## config.mk

```make
export PLATFORM = sky130hd
export DESIGN_NAME = updown_count_sequencer
export DESIGN_NICKNAME = d
export VERILOG_FILES = /design/src/rtl/updown_count_seq_pkg.sv /design/src/rtl/updown_count_core.sv /design/src/rtl/updown_count_sequencer.sv
export SDC_FILE = /design/constraint.sdc
export NUM_CORES = 1
export LEC_CHECK = 0
export BUFFER_PORTS_ARGS = -buffer_cell sky130_fd_sc_hd__buf_2
export CAP_MARGIN = 20
export CORE_UTILIZATION = 35
export CTS_CLUSTER_DIAMETER = 60
export DETAILED_ROUTE_END_ITERATION = 16
export SLEW_MARGIN = 20
export SYNTH_ARGS = -nofsm -noshare
export SYNTH_HDL_FRONTEND = slang
export SYNTH_SLANG_ARGS = --single-unit
```

## constraint.sdc

```tcl
create_clock -name clk -period 2.76 [get_ports clk]
set_clock_uncertainty 0.2 [all_clocks]
set_input_delay 0.138 -clock clk [delete_from_list [all_inputs] [get_ports clk]]
set_output_delay 0.138 -clock clk [all_outputs]
set_load 0.01 [all_outputs]
```

## src/rtl/updown_count_seq_pkg.sv

```systemverilog
// Shared definitions for the up/down count sequencer.
//   state_t  : sequencer FSM state encoding
//   DIR_UP   : cmd_dir value selecting count-up
//   DIR_DOWN : cmd_dir value selecting count-down
package updown_count_seq_pkg;

    typedef enum logic [1:0] {
        ST_IDLE = 2'd0,
        ST_LOAD = 2'd1,
        ST_RUN  = 2'd2,
        ST_DONE = 2'd3
    } state_t;

    localparam logic DIR_UP   = 1'b1;
    localparam logic DIR_DOWN = 1'b0;

endpackage

```

## src/rtl/updown_count_core.sv

```systemverilog
// Loadable WIDTH-bit up/down counter.
//   clk      : clock, posedge
//   reset    : synchronous active-high reset, clears count
//   load     : load load_val (takes priority over enable)
//   load_val : value loaded when load=1
//   enable   : step count by one in the direction given by up_down
//   up_down  : 1 = increment, 0 = decrement (wraps modulo 2^WIDTH)
//   count    : current counter value
// Holds its value when neither load nor enable is asserted.
module updown_count_core #(
    parameter int WIDTH = 4
) (
    input  logic             clk,
    input  logic             reset,
    input  logic             load,
    input  logic [WIDTH-1:0] load_val,
    input  logic             enable,
    input  logic             up_down,
    output logic [WIDTH-1:0] count
);

    always_ff @(posedge clk) begin
        if (reset) begin
            count <= '0;
        end else if (load) begin
            count <= load_val;
        end else if (enable) begin
            if (up_down) begin
                count <= count + WIDTH'(1);
            end else begin
                count <= count - WIDTH'(1);
            end
        end
    end

endmodule

```

## src/rtl/updown_count_sequencer.sv

```systemverilog
// Command-driven sequencer for an up/down counter. A {start, target, dir}
// command is accepted over a valid/ready handshake; the counter is loaded
// with start and then stepped once per cycle toward target, after which
// done pulses for one cycle.
//   clk        : clock, posedge
//   reset      : synchronous active-high reset
//   cmd_valid  : command present
//   cmd_ready  : command can be accepted (IDLE and not in reset)
//   cmd_start  : value loaded into the counter
//   cmd_target : value at which counting stops
//   cmd_dir    : 1 = count up, 0 = count down
//   count      : current counter value
//   busy       : high in every state other than IDLE
//   done       : one-cycle completion pulse, count == target
// Optional feature, enabled by defining CNT_SEQ_ABORT_EN:
//   abort      : in LOAD or RUN, return to IDLE next edge with count frozen
//   aborted    : one-cycle pulse after an abort was taken
//
// state   | meaning
// --------+---------------------------------------------------------
// ST_IDLE | counter holds, cmd_ready high, waiting for a command
// ST_LOAD | counter loads latched start value
// ST_RUN  | counter steps once per cycle until it reaches target
// ST_DONE | done pulse, count holds target
module updown_count_sequencer
    import updown_count_seq_pkg::*;
#(
    parameter int WIDTH = 4
) (
    input  logic             clk,
    input  logic             reset,
    input  logic             cmd_valid,
    output logic             cmd_ready,
    input  logic [WIDTH-1:0] cmd_start,
    input  logic [WIDTH-1:0] cmd_target,
    input  logic             cmd_dir,
    output logic [WIDTH-1:0] count,
    output logic             busy,
    output logic             done
`ifdef CNT_SEQ_ABORT_EN
    ,
    input  logic             abort,
    output logic             aborted
`endif
);

    state_t           state_q;
    state_t           state_d;
    logic [WIDTH-1:0] start_q;
    logic [WIDTH-1:0] target_q;
    logic             dir_q;
    logic             accept;
    logic             ctr_load;
    logic             ctr_en;
    logic [WIDTH-1:0] step_val;
    logic             abort_hit;

    assign cmd_ready = (state_q == ST_IDLE) && !reset;
    assign accept    = cmd_valid && cmd_ready;
    assign busy      = (state_q != ST_IDLE);
    assign done      = (state_q == ST_DONE);

    // Value the counter will hold after this edge while running; leaving RUN
    // on this compare is what keeps the counter from overshooting target.
    assign step_val = (dir_q == DIR_UP) ? (count + WIDTH'(1)) : (count - WIDTH'(1));

`ifdef CNT_SEQ_ABORT_EN
    assign abort_hit = abort && ((state_q == ST_LOAD) || (state_q == ST_RUN));

    always_ff @(posedge clk) begin
        if (reset) begin
            aborted <= 1'b0;
        end else begin
            aborted <= abort_hit;
        end
    end
`else
    assign abort_hit = 1'b0;
`endif

    always_ff @(posedge clk) begin
        if (reset) begin
            state_q <= ST_IDLE;
        end else begin
            state_q <= state_d;
        end
    end

    always_ff @(posedge clk) begin
        if (reset) begin
            start_q  <= '0;
            target_q <= '0;
            dir_q    <= DIR_UP;
        end else if (accept) begin
            start_q  <= cmd_start;
            target_q <= cmd_target;
            dir_q    <= cmd_dir;
        end
    end

    always_comb begin
        state_d  = state_q;
        ctr_load = 1'b0;
        ctr_en   = 1'b0;
        case (state_q)
            ST_IDLE: begin
                if (accept) begin
                    state_d = ST_LOAD;
                end
            end
            ST_LOAD: begin
                ctr_load = 1'b1;
                state_d  = (start_q == target_q) ? ST_DONE : ST_RUN;
            end
            ST_RUN: begin
                ctr_en = 1'b1;
                if (step_val == target_q) begin
                    state_d = ST_DONE;
                end
            end
            ST_DONE: begin
                state_d = ST_IDLE;
            end
            default: begin
                state_d = ST_IDLE;
            end
        endcase
        // An abort suppresses whatever load/step was scheduled so count freezes.
        if (abort_hit) begin
            state_d  = ST_IDLE;
            ctr_load = 1'b0;
            ctr_en   = 1'b0;
        end
    end

    updown_count_core #(
        .WIDTH (WIDTH)
    ) u_core (
        .clk      (clk),
        .reset    (reset),
        .load     (ctr_load),
        .load_val (start_q),
        .enable   (ctr_en),
        .up_down  (dir_q),
        .count    (count)
    );

endmodule

```

==> metrics list <==
- The run finished with clean final reports.
* Root buf cell: clkbuf_4
- Starting density of the core: 37.5%
- Tracing the worst setup path back leads to its startpoint at u_core.count[0].
* Max Fanout on Critical Path: 6
- CTS built an H-tree with a depth of 1.
- Seq cells post-synth: 15
- Data arrives at the worst endpoint at 2.23 ns.
- Prior to clock tree synthesis, the placed netlist has a worst setup slack of 0.521 ns.
* Area delta synth->final: 24.4%
- Cell with the largest stage delay on the worst path: fa_1
- The detailed router finished its first iteration with 27 violations.
* Routed Wire Length: 1.92 mm
- Number of routed nets with antenna violations: 0
* Clock network fraction of design power: 10.9%
- Slack of the worst reg-to-reg path: 0.51 ns
- Detailed placement ended at an HPWL of 1.46 mm.
- Time the final worst path needs with I/O delays and setup: 2.25 ns
- The worst pin sits at a relative slew slack of 66.9%.
- Type of the setup path with the least slack: flip-flop to flip-flop
* Chip width: 54.0 um
* Combined area of all synthesized cells: 947 um^2
- Cell family with most CP delay: adder cells
- For this block, the via count after detailed routing is 832.
- Fraction of power spent switching nets: 45.2%
* Required arrival time at the worst endpoint: 2.74 ns
- In this run the deepest clock path goes through 2 buffers.
- The final layout contains 163 nets.
* Total track usage: 15.6%
- Fill cells in the final layout number 276.
- Setup violations remaining at the end of the flow were counted as 0.
* Final setup slack of the worst path: 0.508 ns
- The startpoint identified for the worst hold timing path is cmd_valid.
- The worst hold path terminates at state_q[0].
- The floorplan step defined a die boundary enclosing 0.00292 mm^2.
- The number of antenna violations at the first check in global routing came to 0.
* Post-CTS repair timing setup buffer count: 0
- Clock-pin slew was measured on the worst setup and hold paths at 0.10 ns.
* Synthesized netlist net count: 136
* Sum of buffers and inverters on the critical path: 1
- Across the run, the number of max-cap violations was 0.
* Number of cells traversed by the worst register-to-register path: 7
* Series of cell instances along the critical path: inv_1 -> fa_1 -> xor2_2 -> xnor2_1 -> nor4_4 -> a2111o_1 -> nand3_1
* Final period utilization: 81.6%
- Setup repair after global routing missed its margin: false
* Vert. Die Dim: 54.0 um
- Cell internal power was estimated by the tool at 0.000652 W.
- Clock tree synthesis found a total of 15 sinks.
- The congestion estimate from routability-driven global placement came to 0.756.
- The worst register-to-register path ends at state_q[0].
- Clock network latency to the later pin of the worst-skew pair: 0.28 ns
- For the pin with the worst max-slew slack, the measured transition is 0.496 ns.
- Entering global routing, the biggest net connects 19 pins.
* PD cells: 1010 mW/mm^2
* Hold Fails Final Rpt: 0
* Average cell area after synthesis: 8.17 um^2
- The first global-routing pass estimated 3.28 mm of wire.
- Row cnt: 18
- In this run the power spent charging and discharging nets is 0.000539 W.
- Worst hold path type: primary input to flip-flop
* Kind of end point of the critical path: flip-flop
- STA classifies the critical path startpoint as a flip-flop.
- For this design the static power due to leakage is 0.510 nW.
- Highest cell delay on the worst timing path: 0.47 ns
* Number of global-route vias before repair: 769
* Sequential Power Share: 29.9%
- Number of input and output port buffers inserted: 18
- During I/O placement, the number of pins put on the boundary was 19.
- The pre-antenna-repair detailed-routing pass consisted of 4 iterations.
- The worst-case IR drop observed on VDD is 402 uV.
- Reg-to-reg critical path startpoint: u_core.count[0]
- Clock buffer count from CTS: 3
* Layout cell share with drive strength beyond 1: 20.4%
* Combinational power share: 59.1%
* Residual DRC: 0
- The total overflow left after global routing is 0.
- Synth Warn #: 0
- Detailed-route wire length per cell: 11.2 um
* Routed via count divided by cell count: 4.84
- The number of antenna diodes in the final layout is 0.
- Clock tree from TritonCTS: yes
* Share of synthesized area occupied by flip-flops and latches: 31.7%
* Number of instances on the worst hold path: 5
- Final TNS setup: 0 ns
* Synthesized instance count: 116
* Placeable Area: 0.00252 mm^2
- Max Transition Viols Final: 0
- Based on the critical path, the design can be clocked at up to 444 MHz.
* Number of distinct library cells after synthesis: 29
cells in the final DEF, fill, tap and decap left out, types with 2 or more instances in the layout:
cell	instances
o31ai_1	2
dlygate4sd3_1	10
ha_1	7
dfxtp_1	15
nor2_1	10
and3_1	2
xnor2_1	6
o21ai_0	12
clkbuf_4	3
nand3_1	2
xor2_1	3
buf_2	18
inv_1	7
a21oi_1	3
mux2i_1	4
nand2_1	22
a21oi_2	2
per-stage QoR:
step,total power [W],area (um^2),hold slack (ns),util (%),std cells
finish,0.00119,1180,0.195,46.7,172
floorplan,0.000907,947,0.0465,-,116
CTS,0.00120,1180,0.189,46.7,172
detailed placement,0.00106,1050,0.139,41.7,158
global route,0.00131,1180,0.238,46.7,172
global placement,0.00105,1050,0.130,41.7,158
synthesized netlist by cell type (all sizes together):
| master | n | area [um^2] |
|---|---|---|
| xor2 | 4 | 42.6 |
| nor4 | 2 | 27.5 |
| fa | 1 | 20.0 |
| a21bo | 1 | 10.0 |
| a2111o | 1 | 11.3 |
| nor3 | 1 | 5.00 |
| and2 | 1 | 6.26 |
| a21oi | 5 | 32.5 |
| inv | 8 | 30.0 |
| nand3 | 2 | 10.0 |
| a311o | 1 | 10.0 |
| xnor2 | 7 | 68.8 |
| dfxtp | 15 | 300 |
| and3 | 2 | 12.5 |
| buf | 1 | 5.00 |
| mux2i | 4 | 40.0 |
| o211ai | 1 | 7.51 |
| nor2 | 10 | 37.5 |
| o21ai | 12 | 60.1 |
| o31ai | 2 | 15.0 |
| nand2 | 22 | 82.6 |
| nand4 | 1 | 6.26 |
| clkbuf | 5 | 18.8 |
| ha | 7 | 87.6 |
kinds of logic (layout without fill, tap and decap cells):
kind of cell,after synthesis,count (layout),share of synthesized area (%)
and+or+nand+nor,41,41,19.8
AOI/OAI and AO/OA,23,23,15.5
DFF,15,15,31.7
buffers and inverters,14,40,5.68
xor gates and xnor gates,11,11,11.8
adders and majority gates,8,8,11.4
muxes,4,4,4.23
registers in the layout (all words and copies together), names as in the netlist:
register      cells
dir_q             1
u_core.count      4
target_q          4
start_q           4
state_q           2
cell type report:
cell class              instances  area (um^2)  share of cell area, %
well taps                      30         37.5                   3.18
flip-flops and latches         15          300                   25.5
clock buffers                   3         22.5                   1.91
repair buffers                 28          190                   16.1
multi-input cells              87          593                   50.3
clock inverters                 1         5.00                  0.425
inverters                       8         30.0                   2.55
how the worst max path moves through the flow:
| stage | to | slack (ns) | depth (start not counted) |
|---|---|---|---|
| after global routing | state_q[0] | 0.38 | 7 |
| after CTS | state_q[0] | 0.51 | 7 |
| after detailed placement | state_q[0] | 0.52 | 7 |
| after global placement | state_q[0] | 0.57 | 7 |
| final | state_q[0] | 0.51 | 7 |
| after floorplan | state_q[0] | 0.55 | 7 |
per-layer routing:
| layer | GRT usage (%) | vias to the layer above | wire length, um |
|---|---|---|---|
| met5 | 0 | - | 0 |
| met1 | 18.8 | 376 | 855 |
| li1 | - | 435 | - |
| met3 | 4.24 | 2 | 72 |
| met2 | 26.5 | 19 | 977 |
| met4 | 5.13 | 0 | 14 |
timing repair:
action                    in CTS  in global routing
resized for setup              0                  0
hold buffers                  10                  0
hold endpoints to repair      13                  0
power by group through the flow:
stage	logic, W	clock network (W)	registers [W]
after global placement	0.000690	0	0.000359
after global routing	0.000798	0.000145	0.000369
final	0.000704	0.000130	0.000356
after detailed placement	0.000700	0	0.000362
after CTS	0.000712	0.000132	0.000356
after floorplan	0.000546	0	0.000360
tightest hold or removal path, delay by kind of cell:
family,cells,cell delay [ns]
compound gates,2,0.20
simple gates,2,0.22
buf+inv,1,0.09
Power figures use the tool's default switching activity.
